**src/rtl/panel_pkg.sv**
```systemverilog
// Shared types for the switch-driven debug panel: commit modes, FSM states, bank reset pattern.
// Pure declarations; no latency or flow control.
package panel_pkg;

  typedef enum logic [1:0] {
    MODE_VIEW  = 2'b00,
    MODE_LOAD  = 2'b01,
    MODE_CLEAR = 2'b10,
    MODE_HOLD  = 2'b11
  } mode_e;

  typedef enum logic {
    ST_IDLE  = 1'b0,
    ST_CLEAR = 1'b1
  } state_e;

  // Distinct, easy-to-recognise power-on contents: entry i reads back as i*17.
  function automatic logic [31:0] reset_pattern(input int idx);
    return 32'(idx * 17);
  endfunction

endpackage

```
**src/rtl/panel_ctrl_tick_counter.sv**
```systemverilog
// Prescaled free-running counter with a freeze input; one increment every PRESCALE cycles.
// Output is registered; hold_i freezes prescaler and counter in place (no backpressure otherwise).
module tick_counter #(
  parameter int PRESCALE = 1,
  parameter int CNT_BITS = 4
) (
  input  logic                clk_i,
  input  logic                rst_i,
  input  logic                hold_i,
  output logic [CNT_BITS-1:0] cnt_o
);

  localparam int PS_W = (PRESCALE > 1) ? $clog2(PRESCALE) : 1;
  localparam logic [PS_W-1:0] PS_LAST = PS_W'(PRESCALE - 1);

  logic [PS_W-1:0]     pre_q, pre_d;
  logic [CNT_BITS-1:0] cnt_q, cnt_d;

  always_comb begin
    pre_d = pre_q;
    cnt_d = cnt_q;
    if (!hold_i) begin
      if (pre_q == PS_LAST) begin
        pre_d = '0;
        cnt_d = cnt_q + 1'b1;
      end else begin
        pre_d = pre_q + 1'b1;
      end
    end
  end

  always_ff @(posedge clk_i) begin
    if (rst_i) begin
      pre_q <= '0;
      cnt_q <= '0;
    end else begin
      pre_q <= pre_d;
      cnt_q <= cnt_d;
    end
  end

  assign cnt_o = cnt_q;

endmodule

```
**src/rtl/panel_ctrl.sv**
```systemverilog
// Debug panel: switch-editable register bank, pointer, clear sweeper and prescaled counter driving LED/SEG/LCD.
// Commits act on the edge they are seen and show the cycle after; commits during a clear sweep are dropped.
module panel_ctrl
  import panel_pkg::*;
#(
  parameter int NBITS    = 8,
  parameter int NREGS    = 32,
  parameter int CNT_BITS = 4,
  parameter int PRESCALE = 1
) (
  input  logic             clk_2,
  input  logic             reset,
  input  logic [NBITS-1:0] SWI,
  output logic [NBITS-1:0] LED,
  output logic [NBITS-1:0] SEG,
  output logic [NBITS-1:0] lcd_registrador [0:NREGS-1],
  output logic [NBITS-1:0] lcd_pc
);

  localparam int PTR_W  = $clog2(NREGS);
  localparam int DATA_W = NBITS - 3;
  localparam logic [PTR_W-1:0] LAST_IDX = PTR_W'(NREGS - 1);

  state_e             state_q, state_d;
  logic               swi_q;
  logic [PTR_W-1:0]   ptr_q, ptr_d;
  logic [PTR_W-1:0]   idx_q, idx_d;
  logic               hold_q, hold_d;
  logic [NBITS-1:0]   bank_q [0:NREGS-1];

  logic               bank_we;
  logic [PTR_W-1:0]   bank_wa;
  logic [NBITS-1:0]   bank_wd;

  logic               commit;
  mode_e              mode;
  logic [NBITS-1:0]   data;
  logic               busy;
  logic [CNT_BITS-1:0] cnt;

  // Only the commit switch needs history; resetting it high masks a switch already up at release.
  assign commit = SWI[NBITS-1] & ~swi_q;
  assign mode   = mode_e'(SWI[NBITS-2 -: 2]);
  assign data   = {3'b000, SWI[DATA_W-1:0]};

  tick_counter #(
    .PRESCALE (PRESCALE),
    .CNT_BITS (CNT_BITS)
  ) u_tick (
    .clk_i  (clk_2),
    .rst_i  (reset),
    .hold_i (hold_q),
    .cnt_o  (cnt)
  );

  always_ff @(posedge clk_2) begin
    if (reset) state_q <= ST_IDLE;
    else       state_q <= state_d;
  end

  always_comb begin
    state_d = state_q;
    case (state_q)
      ST_IDLE:  if (commit && mode == MODE_CLEAR) state_d = ST_CLEAR;
      ST_CLEAR: if (idx_q == LAST_IDX)            state_d = ST_IDLE;
      default:  state_d = ST_IDLE;
    endcase
  end

  always_comb begin
    busy = (state_q == ST_CLEAR);
    LED  = '0;
    LED[NBITS-1 -: CNT_BITS] = cnt;
    LED[3:2] = SWI[NBITS-2 -: 2];
    LED[1]   = hold_q;
    LED[0]   = busy;
  end

  always_comb begin
    ptr_d   = ptr_q;
    idx_d   = idx_q;
    hold_d  = hold_q;
    bank_we = 1'b0;
    bank_wa = ptr_q;
    bank_wd = data;
    if (state_q == ST_CLEAR) begin
      bank_we = 1'b1;
      bank_wa = idx_q;
      bank_wd = '0;
      idx_d   = idx_q + 1'b1;
      if (idx_q == LAST_IDX) ptr_d = '0;
    end else if (commit) begin
      case (mode)
        MODE_VIEW:  ptr_d = ptr_q + 1'b1;
        MODE_LOAD: begin
          bank_we = 1'b1;
          ptr_d   = ptr_q + 1'b1;
        end
        MODE_CLEAR: idx_d  = '0;
        MODE_HOLD:  hold_d = ~hold_q;
        default: ;
      endcase
    end
  end

  always_ff @(posedge clk_2) begin
    if (reset) begin
      swi_q  <= 1'b1;
      ptr_q  <= '0;
      idx_q  <= '0;
      hold_q <= 1'b0;
    end else begin
      swi_q  <= SWI[NBITS-1];
      ptr_q  <= ptr_d;
      idx_q  <= idx_d;
      hold_q <= hold_d;
    end
  end

  always_ff @(posedge clk_2) begin
    if (reset) begin
      for (int i = 0; i < NREGS; i++) bank_q[i] <= NBITS'(reset_pattern(i));
    end else if (bank_we) begin
      bank_q[bank_wa] <= bank_wd;
    end
  end

  assign SEG             = bank_q[ptr_q];
  assign lcd_registrador = bank_q;

  always_comb begin
    lcd_pc = '0;
    lcd_pc[PTR_W-1:0] = ptr_q;
  end

endmodule

```
**config.mk**
```make
export PLATFORM = sky130hd
export DESIGN_NAME = panel_ctrl
export DESIGN_NICKNAME = d
export VERILOG_FILES = /design/src/rtl/panel_pkg.sv /design/src/rtl/panel_ctrl_tick_counter.sv /design/src/rtl/panel_ctrl.sv
export SDC_FILE = /design/constraint.sdc
export NUM_CORES = 1
export LEC_CHECK = 0
export ABC_AREA = 1
export CORE_AREA = 2 2 146 148
export DETAILED_ROUTE_END_ITERATION = 10
export DIE_AREA = 0 0 148 150
export PLACE_DENSITY_LB_ADDON = 0.2
export SLEW_MARGIN = 40
export SYNTH_ARGS = -nofsm -noshare
export SYNTH_HDL_FRONTEND = slang
export SYNTH_SLANG_ARGS = --single-unit
```
**constraint.sdc**
```tcl
create_clock -name clk_2 -period 2.8 [get_ports clk_2]
set_input_delay 0.28 -clock clk_2 [delete_from_list [all_inputs] [get_ports clk_2]]
set_output_delay 0.28 -clock clk_2 [all_outputs]
set_load 0.01 [all_outputs]
```
==> results by group <==
Yosys
  • Synth top area cells: dfxtp_1 38%, nand2_1 21%, nor2_1 8.4%, nand3_1 8.2%, buf_4 5.4%
  • Xor and xnor fraction of the mapped netlist area: 0%
  • Synth Area in Compound Gates: roughly 4%
  • Post-Syn Area per Cell: 6.25 µm²
  • Multiplexer area fraction after synthesis: 0%
  • Share of the synthesized area in the top cell type: between 30% and 40%
  • Post-synthesis cell type count: 26
  • Main combinational cell family by area after synthesis: simple AND/OR/NAND/NOR gates
  • Adder-Cell Fraction of Synth Area: less than 1%
  • Flops & latches, synth: about 210
  • Cell area after synthesis: 10800 µm²
  • Post-synthesis simple-gate area fraction: between 40% and 50%
  • Post-Synthesis Cells: 1722
  • Area leader, netlist: dfxtp_1
  • Register area share after synthesis: about two fifths
  • YS warnings: 0

Worst setup path
  • Critical Path Fanout Max: 28
  • Crit path cell chain: buf_12 -> nand3_1 -> nand3_1 -> nand2_1 -> nand3_1 -> nand2_1 -> nand2_1 -> clkdlybuf4s50_1
  • Critical Path Start: ptr_q[0]
  • Crit path DAT: between 2 and 2.5 ns
  • Worst path slowest cell: clkdlybuf4s50_1
  • Setup crit end kind: primary output
  • Crit start category: flop
  • Worst EP required: 2.52 ns
  • Critical path class: reg2out
  • Worst Path Buf+Inv: 2
  • Family with the most delay on the worst path: buffers and inverters
  • Critical R2R Launch: ptr_q[4]
  • Biggest cell delay along the critical path: 0.54 ns

Final layout
  • Nets: between 1.5k and 2k
  • Layout cells sized above 1: roughly 6.7%
  • Commonest non-fill, non-tap cell in the layout: nand2_1
  • Fin area: 14100 µm²
  • Most frequent cells in the layout: 615 x nand2_1, 234 x nor2_1, 231 x clkdlybuf4s50_1
  • N_diodes: 0
  • Layout Area Growth over Synthesis: 31.0%

Detailed routing
  • Routed Antenna Nets: 0
  • First-pass iteration count of the detailed router: 6
  • Via count: about 12k
  • DR vias/cell: 5.45
  • Routed WL per cell: around 18 µm
  • DRC: 0
  • 1st-iter DRT viols: 1369
  • Total wire length: 40.0 mm

Floorplan
  • Starting density of the core: 52.0%
  • Placeable Area: 20700 µm²
  • Die H: 150 µm
  • Die area: roughly 22000 µm²
  • Die width: ~150 µm
  • Cell Rows: 53
  • Num ports: between 200 and 300

Place
  • Post-DP HPWL: approximately 28 mm
  • Final GP Congestion: between 0.9 and 1
  • Area post-placement: roughly 13000 µm²
  • Port bufs: between 200 and 250

Power
  • P_sw: about 1.6 mW
  • Switching Share: 25.1%
  • Int Pwr: about 4.9 mW
  • Leak: slightly below 7 nW
  • Worst IR Drop VDD: ~0.43 mV
  • Comb pwr share: under 10%
  • P per Cell Area: about 460 nW/µm²
  • Seq pwr share: between 40% and 50%
  • Clock power frac: between 40% and 50%

GRT
  • Largest net degree at the start of global routing: 64
  • GRT Total Usage: a little over a third
  • Initial antenna violation count: 0
  • Overflow after GRT: 0
  • Vias in the first global route: between 10k and 15k
  • First-pass GRT wire length: roughly 60 mm

STA
  • Max Fclk: between 0.3 and 0.4 GHz
  • Slew HR: a little under half
  • RSZ-0062 raised after global routing: no
  • Tcrit/Tclk final: 95.8%
  • Worst slew pin tran: between 0.8 and 0.9 ns
  • Setup violators final: 0
  • Slew Limit Fails: 0
  • Clock Skews: a little over 0.007 ns
  • Setup TNS: 0 ns
  • Fin. Hold Viols: 0
  • Final min period: 2.68 ns

Clock tree
  • CTS HTree Levels: 1
  • Clock sink count: approximately 210
  • Clock buffer depth: 3
  • Worst-path clk slew: 0.06 ns
  • CTS tree: built
  • CTS buffer count: 22
  • Hold buffers post-CTS: 0
  • Worst-skew pair later-pin latency: around 0.5 ns
  • Root Buffer: clkbuf_16

Hold path
  • Worst hold start: SWI[7]
  • Hold WC Path Type: in2reg

Job
  • Max cap viols: 0

Run status
  • Status: complete, no violations
-- final cells by class --
type | count | area, µm²
repair buffers | 298 | 2990
repair inverters | 1 | 7.51
fillers | 1889 | 6590
flip-flops and latches | 205 | 4110
clock inverters | 6 | 80.1
well taps | 275 | 344
multi-input cells | 1270 | 5440
clock buffers | 32 | 649
inverters | 122 | 473
-- cell usage after synthesis --
cell	n
nand2_1	616
nor2_1	241
dfxtp_1	205
nand3_1	177
inv_1	117
nand4_1	87
buf_4	77
clkbuf_1	57
o21ai_0	38
buf_2	24
a21oi_1	20
buf_1	16
nor2_2	8
o211ai_1	7
or2_2	6
inv_2	5
o21ai_1	5
ha_1	4
o22ai_1	3
a31oi_1	2
o21ai_2	2
clkbuf_2	1
conb_1	1
nor3_1	1
o21a_1	1
o31ai_1	1
-- metal layers --
metal / vias up / share of wire (%) / routed length (µm) / track usage (%)
li1: 5711 / - / - / -
met1: 5402 / 39 / 15600 / 45.6
met2: 786 / 45 / 18200 / 56.4
met3: 137 / 11 / 4480 / 5.55
met4: 0 / 4.4 / 1750 / 15.2
met5: - / 0 / 0 / 0
-- sequential cells by signal, indices dropped and copies added, names as in the netlist --
register / count
hold_q: 1
ptr_q: 5
busy: 1
u_tick.cnt_o: 4
swi_q: 1
idx_q: 5
lcd_registrador: 188
-- what timing repair did --
item                       in CTS  in global routing
buffers inserted                0                  1
gates resized for setup        18                 20
cloned                          1                  1
setup endpoints to repair       8                  6
-- cells by family after synthesis --
group | count (synthesis)
and+or+nand+nor | 1136
buffers and inverters | 297
DFF | 205
AOI/OAI and AO/OA | 79
adders and majority gates | 4
other | 1
-- power groups by stage --
stage	registers (mW)	logic (mW)	clock network, mW
floorplan	3.00	0.365	0
global placement	3.00	0.519	0
detailed placement	3.00	0.523	0
CTS	2.94	0.535	3.00
global route	2.94	0.590	3.11
finish	2.94	0.555	3.01
-- metrics by stage --
step	utilization (%)	hold slack [ns]	power [mW]	setup slack, ns	std cells
3_3_place_gp	63.9	0.439	3.52	0.454	2168
6_report	68.1	0.384	6.50	0.119	2209
3_5_place_dp	63.9	0.445	3.53	0.419	2168
4_1_cts	67.8	0.372	6.48	0.0170	2207
2_1_floorplan	-	0.384	3.37	0.908	1772
5_1_grt	68.1	0.391	6.64	0.0436	2209
-- worst paths after layout --
kind         slack, ns  cells after the start             endpoint
min               0.38                      2                swi_q
max               0.12                      8               SEG[7]
max reg2reg       0.31                      9  lcd_registrador[17]
min reg2reg       0.46                      1      u_tick.cnt_o[3]
-- worst register-to-register path: cells and delay by family (launching register included) --
kind | cells | cell delay [ns]
AND/OR/NAND/NOR | 5 | 1.15
buffers and inverters | 3 | 0.63
flip-flops | 1 | 0.33
AO/OA/AOI/OAI | 1 | 0.30
No activity file was read; power rests on OpenSTA's default activity.
